--- config.mk ---
export PLATFORM = sky130hd
export DESIGN_NAME = adc_sample_packetizer_flat
export DESIGN_NICKNAME = d
export VERILOG_FILES = /design/src/rtl/packetizer_pkg.sv /design/src/rtl/adc_sample_packetizer_if.sv /design/src/rtl/packetizer_fifo.sv /design/src/rtl/adc_sample_packetizer.sv /design/src/flat_wrapper.sv
export SDC_FILE = /design/constraint.sdc
export NUM_CORES = 2
export LEC_CHECK = 0
export CAP_MARGIN = 25
export CORE_MARGIN = 1.5
export CORE_UTILIZATION = 40
export CTS_BUF_LIST = sky130_fd_sc_hd__clkbuf_2 sky130_fd_sc_hd__clkbuf_4 sky130_fd_sc_hd__clkbuf_8
export CTS_CLUSTER_DIAMETER = 150
export DETAILED_ROUTE_END_ITERATION = 10
export DONT_BUFFER_PORTS = 1
export PLACE_DENSITY = 0.59
export SKIP_LAST_GASP = 1
export SLEW_MARGIN = 40
export SYNTH_ARGS = -nofsm -noshare
export SYNTH_HDL_FRONTEND = slang
export SYNTH_SLANG_ARGS = --single-unit
--- constraint.sdc ---
create_clock -name clk -period 3.4 [get_ports clk]
set_input_delay 0.34 -clock clk [delete_from_list [all_inputs] [get_ports clk]]
set_output_delay 0.34 -clock clk [all_outputs]
set_load 0.02 [all_outputs]
--- src/rtl/packetizer_pkg.sv ---
// Shared definitions for adc_sample_packetizer: FSM state encoding, the
// header magic word and the 14->16 bit sign-extension helper.
// Optional header feature: PACKETIZER_HEADER_EN (see adc_sample_packetizer.sv).
package packetizer_pkg;

    // IDLE: waiting for a packet start
    // FILL: collecting samples for an admitted packet
    // DROP: discarding samples until the next packet boundary
    typedef enum logic [1:0] {
        IDLE = 2'd0,
        FILL = 2'd1,
        DROP = 2'd2
    } state_t;

    localparam logic [15:0] HDR_MAGIC = 16'hA55A;

    // Replicate the sample sign bit (bit 13) into bits 15:14.
    function automatic logic [15:0] sext16(input logic [13:0] x);
        return {{2{x[13]}}, x};
    endfunction

endpackage

--- src/rtl/adc_sample_packetizer_if.sv ---
// Bus bundle for adc_sample_packetizer: the incoming sample strobe and the
// outgoing AXI-Stream packet port.
//
// Handshake semantics: on the sample side a sample is taken on every rising
// clk edge where s_valid is high (no back-pressure; the packetizer never
// stalls the source). On the AXI-Stream side a word transfers on every
// rising clk edge where m_tvalid and m_tready are both high; once m_tvalid
// is raised, m_tdata/m_tlast stay stable and m_tvalid stays high until that
// transfer happens.
//
// Modport slave is the packetizer's view; modport master is the view of
// the environment that feeds samples and consumes packets.
interface adc_sample_packetizer_if #(
    parameter int ADC_WIDTH  = 14,
    parameter int DATA_WIDTH = 32
) ();
    logic                  s_valid;
    logic [ADC_WIDTH-1:0]  s_data;
    logic [DATA_WIDTH-1:0] m_tdata;
    logic                  m_tvalid;
    logic                  m_tready;
    logic                  m_tlast;

    modport slave (
        input  s_valid,
        input  s_data,
        output m_tdata,
        output m_tvalid,
        input  m_tready,
        output m_tlast
    );

    modport master (
        output s_valid,
        output s_data,
        input  m_tdata,
        input  m_tvalid,
        output m_tready,
        input  m_tlast
    );
endinterface

--- src/rtl/packetizer_fifo.sv ---
// Synchronous first-word-fall-through FIFO for the packetizer output.
// The head entry is visible on pop_data whenever valid is high; pop_data
// reads as zero while empty. free reports empty entries including a pop
// happening in the current cycle, so admission can count on that slot.
module packetizer_fifo #(
    parameter int WIDTH = 33,
    parameter int DEPTH = 64
) (
    input  logic                       clk,
    input  logic                       rst,
    input  logic                       push,
    input  logic [WIDTH-1:0]           push_data,
    input  logic                       pop,
    output logic [WIDTH-1:0]           pop_data,
    output logic                       valid,
    output logic [$clog2(DEPTH):0]     free
);
    localparam int AW = $clog2(DEPTH);
    localparam int CW = AW + 1;

    logic [WIDTH-1:0] mem [DEPTH];
    logic [AW-1:0]    wr_ptr;
    logic [AW-1:0]    rd_ptr;
    logic [CW-1:0]    count;
    logic             pop_fire;
    logic             push_fire;

    assign valid     = (count != '0);
    assign pop_fire  = pop & valid;
    // A push into a full FIFO is accepted only when the head leaves this cycle.
    assign push_fire = push & ((count != CW'(DEPTH)) | pop_fire);
    assign pop_data  = valid ? mem[rd_ptr] : '0;
    assign free      = CW'(DEPTH) - count + {{AW{1'b0}}, pop_fire};

    // Storage write; contents need no reset because valid gates the output.
    always_ff @(posedge clk) begin
        if (push_fire) begin
            mem[wr_ptr] <= push_data;
        end
    end

    // Pointer and occupancy tracking; reset flushes everything.
    always_ff @(posedge clk) begin
        if (rst) begin
            wr_ptr <= '0;
            rd_ptr <= '0;
            count  <= '0;
        end else begin
            if (push_fire) begin
                wr_ptr <= wr_ptr + 1'b1;
            end
            if (pop_fire) begin
                rd_ptr <= rd_ptr + 1'b1;
            end
            case ({push_fire, pop_fire})
                2'b10:   count <= count + 1'b1;
                2'b01:   count <= count - 1'b1;
                default: count <= count;
            endcase
        end
    end

endmodule

--- src/rtl/adc_sample_packetizer.sv ---
// Packs pairs of 14-bit signed ADC samples into 32-bit words and emits
// fixed-length AXI-Stream packets. A packet is admitted only when the output
// FIFO has room for all of its words, so admitted packets always complete;
// samples of packets that do not fit are dropped and counted.
// Optional feature macro: PACKETIZER_HEADER_EN prepends a header word
// {HDR_MAGIC, seq} to every packet.
module adc_sample_packetizer
    import packetizer_pkg::*;
#(
    parameter int ADC_WIDTH  = 14,
    parameter int DATA_WIDTH = 32,
    parameter int PKT_LEN    = 64,
    parameter int FIFO_DEPTH = 64
) (
    input  logic                        clk,
    input  logic                        rst,
    input  logic                        enable,
    adc_sample_packetizer_if.slave      bus,
    output logic [15:0]                 pkt_count,
    output logic [15:0]                 drop_count,
    output logic                        overflow,
    output state_t                      fsm_state
);
    localparam int IDX_W = (PKT_LEN > 2) ? $clog2(PKT_LEN) : 1;
    localparam int CNT_W = $clog2(FIFO_DEPTH) + 1;
`ifdef PACKETIZER_HEADER_EN
    localparam int HDR_WORDS = 1;
`else
    localparam int HDR_WORDS = 0;
`endif
    localparam int NEED_WORDS = PKT_LEN / 2 + HDR_WORDS;

    state_t                 state;
    state_t                 state_n;
    logic [IDX_W-1:0]       idx;
    logic [IDX_W-1:0]       idx_n;
    logic [ADC_WIDTH-1:0]   lat;
    logic [ADC_WIDTH-1:0]   lat_n;
    logic                   push;
    logic [DATA_WIDTH:0]    push_data;
    logic                   drop;
    logic                   is_last;
    logic [DATA_WIDTH:0]    fifo_out;
    logic                   fifo_valid;
    logic [CNT_W-1:0]       free;

`ifdef PACKETIZER_HEADER_EN
    logic [15:0]            seq;
    logic                   seq_inc;
`endif

    assign is_last   = (idx == IDX_W'(PKT_LEN - 1));
    assign fsm_state = state;

    packetizer_fifo #(
        .WIDTH (DATA_WIDTH + 1),
        .DEPTH (FIFO_DEPTH)
    ) u_fifo (
        .clk       (clk),
        .rst       (rst),
        .push      (push),
        .push_data (push_data),
        .pop       (bus.m_tready),
        .pop_data  (fifo_out),
        .valid     (fifo_valid),
        .free      (free)
    );

    assign bus.m_tvalid = fifo_valid;
    assign bus.m_tdata  = fifo_out[DATA_WIDTH-1:0];
    assign bus.m_tlast  = fifo_out[DATA_WIDTH];

    // State, sample index and first-half latch registers.
    always_ff @(posedge clk) begin
        if (rst) begin
            state <= IDLE;
            idx   <= '0;
            lat   <= '0;
        end else begin
            state <= state_n;
            idx   <= idx_n;
            lat   <= lat_n;
        end
    end

    // Admission, packing and drop decisions; at most one FIFO push per cycle.
    always_comb begin
        state_n   = state;
        idx_n     = idx;
        lat_n     = lat;
        push      = 1'b0;
        push_data = '0;
        drop      = 1'b0;
`ifdef PACKETIZER_HEADER_EN
        seq_inc   = 1'b0;
`endif
        case (state)
            IDLE: begin
                if (bus.s_valid && enable) begin
                    idx_n = IDX_W'(1);
                    if (free >= CNT_W'(NEED_WORDS)) begin
                        state_n = FILL;
                        lat_n   = bus.s_data;
`ifdef PACKETIZER_HEADER_EN
                        seq_inc   = 1'b1;
                        push      = 1'b1;
                        push_data = {1'b0, HDR_MAGIC, seq};
`endif
                    end else begin
                        state_n = DROP;
                        drop    = 1'b1;
                    end
                end
            end
            FILL: begin
                if (bus.s_valid) begin
                    idx_n = idx + 1'b1;
                    if (!idx[0]) begin
                        lat_n = bus.s_data;
                    end else begin
                        push      = 1'b1;
                        push_data = {is_last, sext16(bus.s_data), sext16(lat)};
                        if (is_last) begin
                            state_n = IDLE;
                            idx_n   = '0;
                        end
                    end
                end
            end
            DROP: begin
                if (bus.s_valid) begin
                    drop  = 1'b1;
                    idx_n = idx + 1'b1;
                    if (is_last) begin
                        state_n = IDLE;
                        idx_n   = '0;
                    end
                end
            end
            default: begin
                state_n = IDLE;
                idx_n   = '0;
            end
        endcase
    end

    // Packet completion, drop statistics and sticky overflow flag.
    always_ff @(posedge clk) begin
        if (rst) begin
            pkt_count  <= '0;
            drop_count <= '0;
            overflow   <= 1'b0;
        end else begin
            if (bus.m_tvalid && bus.m_tready && bus.m_tlast) begin
                pkt_count <= pkt_count + 16'd1;
            end
            if (drop) begin
                overflow <= 1'b1;
                if (drop_count != 16'hFFFF) begin
                    drop_count <= drop_count + 16'd1;
                end
            end
        end
    end

`ifdef PACKETIZER_HEADER_EN
    // Sequence number advances once per admitted packet.
    always_ff @(posedge clk) begin
        if (rst) begin
            seq <= '0;
        end else if (seq_inc) begin
            seq <= seq + 16'd1;
        end
    end
`endif

endmodule

--- src/flat_wrapper.sv ---
// flat-port wrapper written by rule: the top's interface ports become plain ports
module adc_sample_packetizer_flat import packetizer_pkg::*;
#(
    parameter int ADC_WIDTH  = 14,
    parameter int DATA_WIDTH = 32,
    parameter int PKT_LEN    = 64,
    parameter int FIFO_DEPTH = 64
)
  (clk, rst, enable, pkt_count, drop_count, overflow, fsm_state, bus_s_valid, bus_s_data, bus_m_tdata, bus_m_tvalid, bus_m_tready, bus_m_tlast);
  adc_sample_packetizer_if #(.ADC_WIDTH(ADC_WIDTH), .DATA_WIDTH(DATA_WIDTH)) bus_i ();
  input  logic clk;
  input  logic rst;
  input  logic enable;
  output logic [15:0] pkt_count;
  output logic [15:0] drop_count;
  output logic overflow;
  output state_t fsm_state;
  input wire logic [$bits(bus_i.s_valid)-1:0] bus_s_valid;
  input wire logic [$bits(bus_i.s_data)-1:0] bus_s_data;
  output wire logic [$bits(bus_i.m_tdata)-1:0] bus_m_tdata;
  output wire logic [$bits(bus_i.m_tvalid)-1:0] bus_m_tvalid;
  input wire logic [$bits(bus_i.m_tready)-1:0] bus_m_tready;
  output wire logic [$bits(bus_i.m_tlast)-1:0] bus_m_tlast;
  assign bus_i.s_valid = bus_s_valid;
  assign bus_i.s_data = bus_s_data;
  assign bus_m_tdata = bus_i.m_tdata;
  assign bus_m_tvalid = bus_i.m_tvalid;
  assign bus_i.m_tready = bus_m_tready;
  assign bus_m_tlast = bus_i.m_tlast;
  adc_sample_packetizer #(.ADC_WIDTH(ADC_WIDTH), .DATA_WIDTH(DATA_WIDTH), .PKT_LEN(PKT_LEN), .FIFO_DEPTH(FIFO_DEPTH)) u_core (.clk(clk), .rst(rst), .enable(enable), .bus(bus_i), .pkt_count(pkt_count), .drop_count(drop_count), .overflow(overflow), .fsm_state(fsm_state));
endmodule
[Yosys cells after proc, flatten, opt, wreduce, memory -nomap -nowiden]
Memories as Yosys holds them, arrays and structs flattened. A register that Yosys moved wholly into a read port is not among the register bits.
Index checks and enable logic that the tools add are counted.
Operators by class
  add/sub/neg operators: 9
  $mul: 0
  div/mod/pow operators: 0
  magnitude comparators: 1
  eq/ne operators: 13
  shift-type cells: 0
  multiplexer cells: 34
  bitwise gates (word level): 3
  reduce and logical (&&, ||, !) cells: 11
Operator list (number)
  $mux W33: 4
  $mux W14: 4
  $mux W6: 7
  $add A16 B1 Y16 const B: 2
  $pmux W14 S2: 1
  $add A6 B1 Y6 const B: 3
  $pmux W6 S3: 1
  $ne A16 B16 Y1 const B: 1
  $pmux W7 S2: 1
  $mux W2: 6
  $mux W1: 8
  $add A7 B1 Y7: 1
  $add A7 B1 Y7 const B: 1
  $ge A7 B6 Y1 const B: 1
  $ne A7 B7 Y1 const B: 1
  $reduce_bool A7 Y1: 1
  $sub A7 B1 Y7 const B: 1
  $sub A7 B7 Y7 const A: 1
  $eq A6 B6 Y1 const B: 1
  $ne A2 B1 Y1 const B: 3
  $ne A2 B2 Y1 const B: 3
  $pmux W2 S3: 1
  $reduce_and A5 Y1: 1
  $eq A2 B1 Y1 const B: 2
  10 further kinds: 15
Word-level totals
  register bits: 74
  bits in latches: 0
  bits in writable memories: 2112
  memory bits (read-only): 0
  input bits: 19
  output and inout port bits: 69
  logic and storage cells: 81
  memories: 1
Memory list
  u_core.u_fifo.mem: words 64, width 33, read ports 1, clocked after memory_dff 1, write ports 1, RTL line packetizer_fifo.sv:21  | logic [WIDTH-1:0] mem [DEPTH];

[Longest topological paths before layout]
  depth after elaboration: 8
  mapped depth: 16
  gate-level depth less buffers: 15

[Modules after synthesis]
From an unflattened synthesis, not the netlist that was laid out.
Second synthesis, totals
  cell total of the unflattened synthesis: 3824
  area total of the unflattened synthesis: 85024.0 µm²
Modules (own cells, without submodules)
  packetizer_fifo: instances 1, cells an instance 3494, area an instance 82132.5 µm²
  adc_sample_packetizer: instances 1, cells an instance 330, area an instance 2891.5 µm²

[Least setup slack after synthesis]
Ideal clock, no wire load.
  path kind: register -> register
  from: register u_core.u_fifo.count[1]
  to: register u_core.drop_count[10]
  library setup time: 71 ps
  arrival time: 3622 ps
  required time: 3329 ps
  path slack: -293 ps
  cell stages (with the launch flop): 17
  path buffers: 1
  cells stage by stage: dfxtp_1 or4_4 or3_1 nor2_1 inv_1 and2_1 inv_2 ha_1 inv_1 ha_1 or4_4 a21oi_2 o21a_4 o21ai_2 buf_6 or4_1 a21oi_1
Between the ends
  cells in the longest elaborated chain, start to end: 8
RTL lines
  from (decl): RTL line packetizer_fifo.sv:24  | logic [CW-1:0] count;
  from (signal assigned): RTL line packetizer_fifo.sv:56  | 2'b10: count <= count + 1'b1;
  from (signal assigned): RTL line packetizer_fifo.sv:57  | 2'b01: count <= count - 1'b1;
  from (signal assigned): RTL line packetizer_fifo.sv:58  | default: count <= count;
  branches (longest 2 deep; another with $sub A7 B7 Y7)
  $add A7 B1 Y7 *: RTL line packetizer_fifo.sv:33  | assign free = CW'(DEPTH) - count + {{AW{1'b0}}, pop_fire};
  $ge A7 B6 Y1 *: RTL line adc_sample_packetizer.sv:101  | if (free >= CNT_W'(NEED_WORDS)) begin
  $mux W1 *: RTL line adc_sample_packetizer.sv:101
  $mux W1 *: RTL line adc_sample_packetizer.sv:99  | if (bus.s_valid && enable) begin
  $pmux W1 S2 *: RTL line adc_sample_packetizer.sv:97  | case (state)
  $reduce_and A2 Y1 (no line) *
  to (signal assigned): RTL line adc_sample_packetizer.sv:160  | drop_count <= drop_count + 16'd1;
  to (decl): RTL line adc_sample_packetizer.sv:20  | output logic [15:0] drop_count,
Mark *: on every way between the ends.
A chain may end at the register's enable or synchronous reset.

==> impl_metrics.env <==
export IMPL_row_count=158
export IMPL_tns_ps=-25380
export IMPL_finalSetupViolCount=38
export IMPL_cp_arrival_ps=3890
export IMPL_hpwl_mm=107.5
export IMPL_wirelength_mm=185.0
export IMPL_path_class="flip-flop to output pin"
export IMPL_area_growth_pct=19.45
export IMPL_viasPerCell=5.547
export IMPL_start_util=0.4028
export IMPL_crit_family="multiplexers"
export IMPL_yosysSeqAreaShare=0.7668
export IMPL_synth_area_leaders="edfxtp_1, mux4_2, dfxtp_1"
export IMPL_grtUsageTotal=0.1935
export IMPL_cap_violations=0
export IMPL_path_buf_inv=4
export IMPL_ant_nets=0
export IMPL_synth_area_um2=74770
export IMPL_die_y_um=435.3
export IMPL_drv_slew=0
export IMPL_htree_levels=5
export IMPL_clk_pin_slew_ps=60
export IMPL_cts_tree="yes"
export IMPL_crit_path_top_delay_cell="mux4_2"
export IMPL_worstPathRequired_ps=3060
export IMPL_fmaxAchievable_mhz=236.1
export IMPL_crit_fanout=7
export IMPL_p_leak_nw=24.16
export IMPL_hold_viol_final=0
export IMPL_drc=0
export IMPL_root_buffer="clkbuf_8"
export IMPL_drt_first_iter_violations=3828
export IMPL_crit_path_frequent_cell="mux4_2"
export IMPL_numCtsBuffers=324
export IMPL_vias=35876
export IMPL_cp_depth=8
export IMPL_cpPeakStageDelay_ps=620
export IMPL_relSlewSlack=0.4220
export IMPL_fin_util=0.4811
export IMPL_cp_cell_sequence="buf_12, buf_16, buf_12, buf_4, mux4_2, mux4_2, mux4_2, and2_4"
export IMPL_p_per_area_nw_per_um2=609.1
export IMPL_die_w_um=435.3
export IMPL_tightest_slew_ps=845.1
export IMPL_status="complete, but fails checks"
export IMPL_drt_pass1_iter_count=6
export IMPL_clock_sinks=1936
export IMPL_setup_slack_ps=-834.8
export IMPL_grt_pass1_wl_mm=264.0
export IMPL_synth_cells=3215
export IMPL_avgSynthCellArea_um2=23.26
export IMPL_ys_warn_count=0
export IMPL_grt_overflow=0
export IMPL_ys_ff_latch=1936
export IMPL_die_area_um2=189500
export IMPL_grt_pass1_vias=37262
export IMPL_yosys_area_top_type="edfxtp_1"
export IMPL_clock_skew_ps=53.90
export IMPL_synthFlopType="edfxtp_1"
export IMPL_synth_most_common_cell="edfxtp_1"
export IMPL_synth_edff_count=1856
export IMPL_synth_distinct_cells=60
export IMPL_syn_nets=3252
export IMPL_clockBufferDepth=4
export IMPL_detail_route_wl_per_cell_um=28.60
export IMPL_grt_max_degree=75
export IMPL_fin_crit_ps=4235
export IMPL_hold_path_depth=3
export IMPL_synthDominantCellAreaShare=0.7454
export IMPL_worst_setup_path_start_kind="flip-flop"
export IMPL_violations="setup timing"
export IMPL_rsz0062_at_grt="true"
export IMPL_synthTopCellsByCount="edfxtp_1, mux4_2, nor2_1"
export IMPL_routabilityCongestion=0.7673
export IMPL_ir_drop_mv=0.7691
export IMPL_synthArstFlopShare=0
export IMPL_finalCritPeriodShare=1.246
export IMPL_antenna_found_initial=16
export IMPL_nNetsFinal=3809
export IMPL_min_path_type="input port to flip-flop"
export IMPL_io_pins=88
export IMPL_r2r_cells=15
export IMPL_clk_latency_ps=1030
export IMPL_place_port_buffers=0
export IMPL_drive_gt1_frac=0.4066
export IMPL_endpoint_kind="output pin"
export IMPL_core_region_area_um2=185600
[layer usage]
metal,GRT usage,up-vias,routed length [um],part of all wire
met1,0.2605,19452,75910,0.41
met3,0.04303,256,12960,0.070
met5,0,-,14,0.000076
li1,-,14833,-,-
met4,0.05504,2,4330,0.023
met2,0.3173,1333,91760,0.50
[per-stage QoR]
stage | hold slack (ps) | total power, mW | std cells | worst slack, ps | instance area, um2
after global placement | 417.1 | 33.84 | 5781 | -125.8 | 80590
after global routing | 63.21 | 56.32 | 6466 | -928.9 | 89310
after floorplan | 444.3 | 31.55 | 3215 | -143.5 | 74870
after detailed placement | 418.7 | 33.87 | 5816 | -115.1 | 81370
after CTS | 0.2260 | 54.56 | 6450 | -940.2 | 88980
final | 104.3 | 54.40 | 6468 | -834.8 | 89310
[flip-flops by register name, summed over array words and instances (netlist names), named ones only]
name	cells
u_core.drop_count	16
u_core.fsm_state	2
u_core.idx	6
u_core.lat	14
u_core.overflow	1
u_core.pkt_count	16
u_core.u_fifo.count	7
u_core.u_fifo.mem	1856
u_core.u_fifo.rd_ptr	6
u_core.u_fifo.wr_ptr	6
[worst min-delay path, cell delays in order]
cell	delay, ps
dlygate4sd3_1	570
mux2i_1	80
nor2_1	80
[worst paths after layout]
path,start,end,slack [ps]
max,flip-flop,bus_m_tdata[18],-830
min,bus_s_data[12],u_core.lat[12],100
max reg2reg,u_core.u_fifo.count[4],u_core.drop_count[7],-80
min reg2reg,u_core.idx[1],u_core.idx[1],480
[area by class of cell]
type / instances / area (um2)
inverter: 16 / 67.56
sequential: 1936 / 57360
antenna: 4 / 10.01
clock inverter: 91 / 516.7
timing repair buffer: 400 / 5361
tap: 2480 / 3103
fill: 14964 / 96320
multi-input combinational: 1094 / 17400
clock buffer: 447 / 5495
[cells in the final DEF (no fill, tap or decap), drive strengths merged, types with 3 or more instances in the layout]
cell type and n:
and2 59, nor2b 11, clkinvlp 4, and4 3, xnor2 18, xor2 9
ha 17, dlygate4sd3 28, diode 4, mux4 601, o21ai 22, clkinv 81
or3 9, mux2i 33, inv 17, bufinv 5, edfxtp 1856, o31ai 6
dfxtp 80, mux2 3, nand2 31, a21oi 30, o21a 5, o211ai 5
nor3 9, nor2 140, or2 3, or4 7, nor3b 8, buf 365
nor4b 3, nand3 19, and3 11, clkbuf 453, nand4 8
[report_power, final]
part	internal (mW)	total, mW	switching, mW
clock	10.7	19.6	8.87
sequential	26.1	26.2	0.112
combinational	4.16	8.62	4.45
total	41.0	54.4	13.4
[cells by family (layout without fill, tap and decap cells)]
logic type,after synthesis,after routing,synth area share
fa+ha+maj,18,18,0.003113
other cells,0,4,0
simple gates,330,330,0.02214
compound gates,81,82,0.007296
xor+xnor,27,27,0.003163
mux,637,637,0.1861
flops,1936,1936,0.7668
buf+inv,186,954,0.01138
[repair_timing]
action                                  4_1_cts  5_1_grt
pin swaps                                     8       16
setup buffers                                53       14
hold buffers                                 29        0
cloned                                       14        8
gates resized for setup                     105       45
endpoints found under the hold margin       624        0
endpoints found under the setup margin       51       67
(Power assumes the default switching activity.)
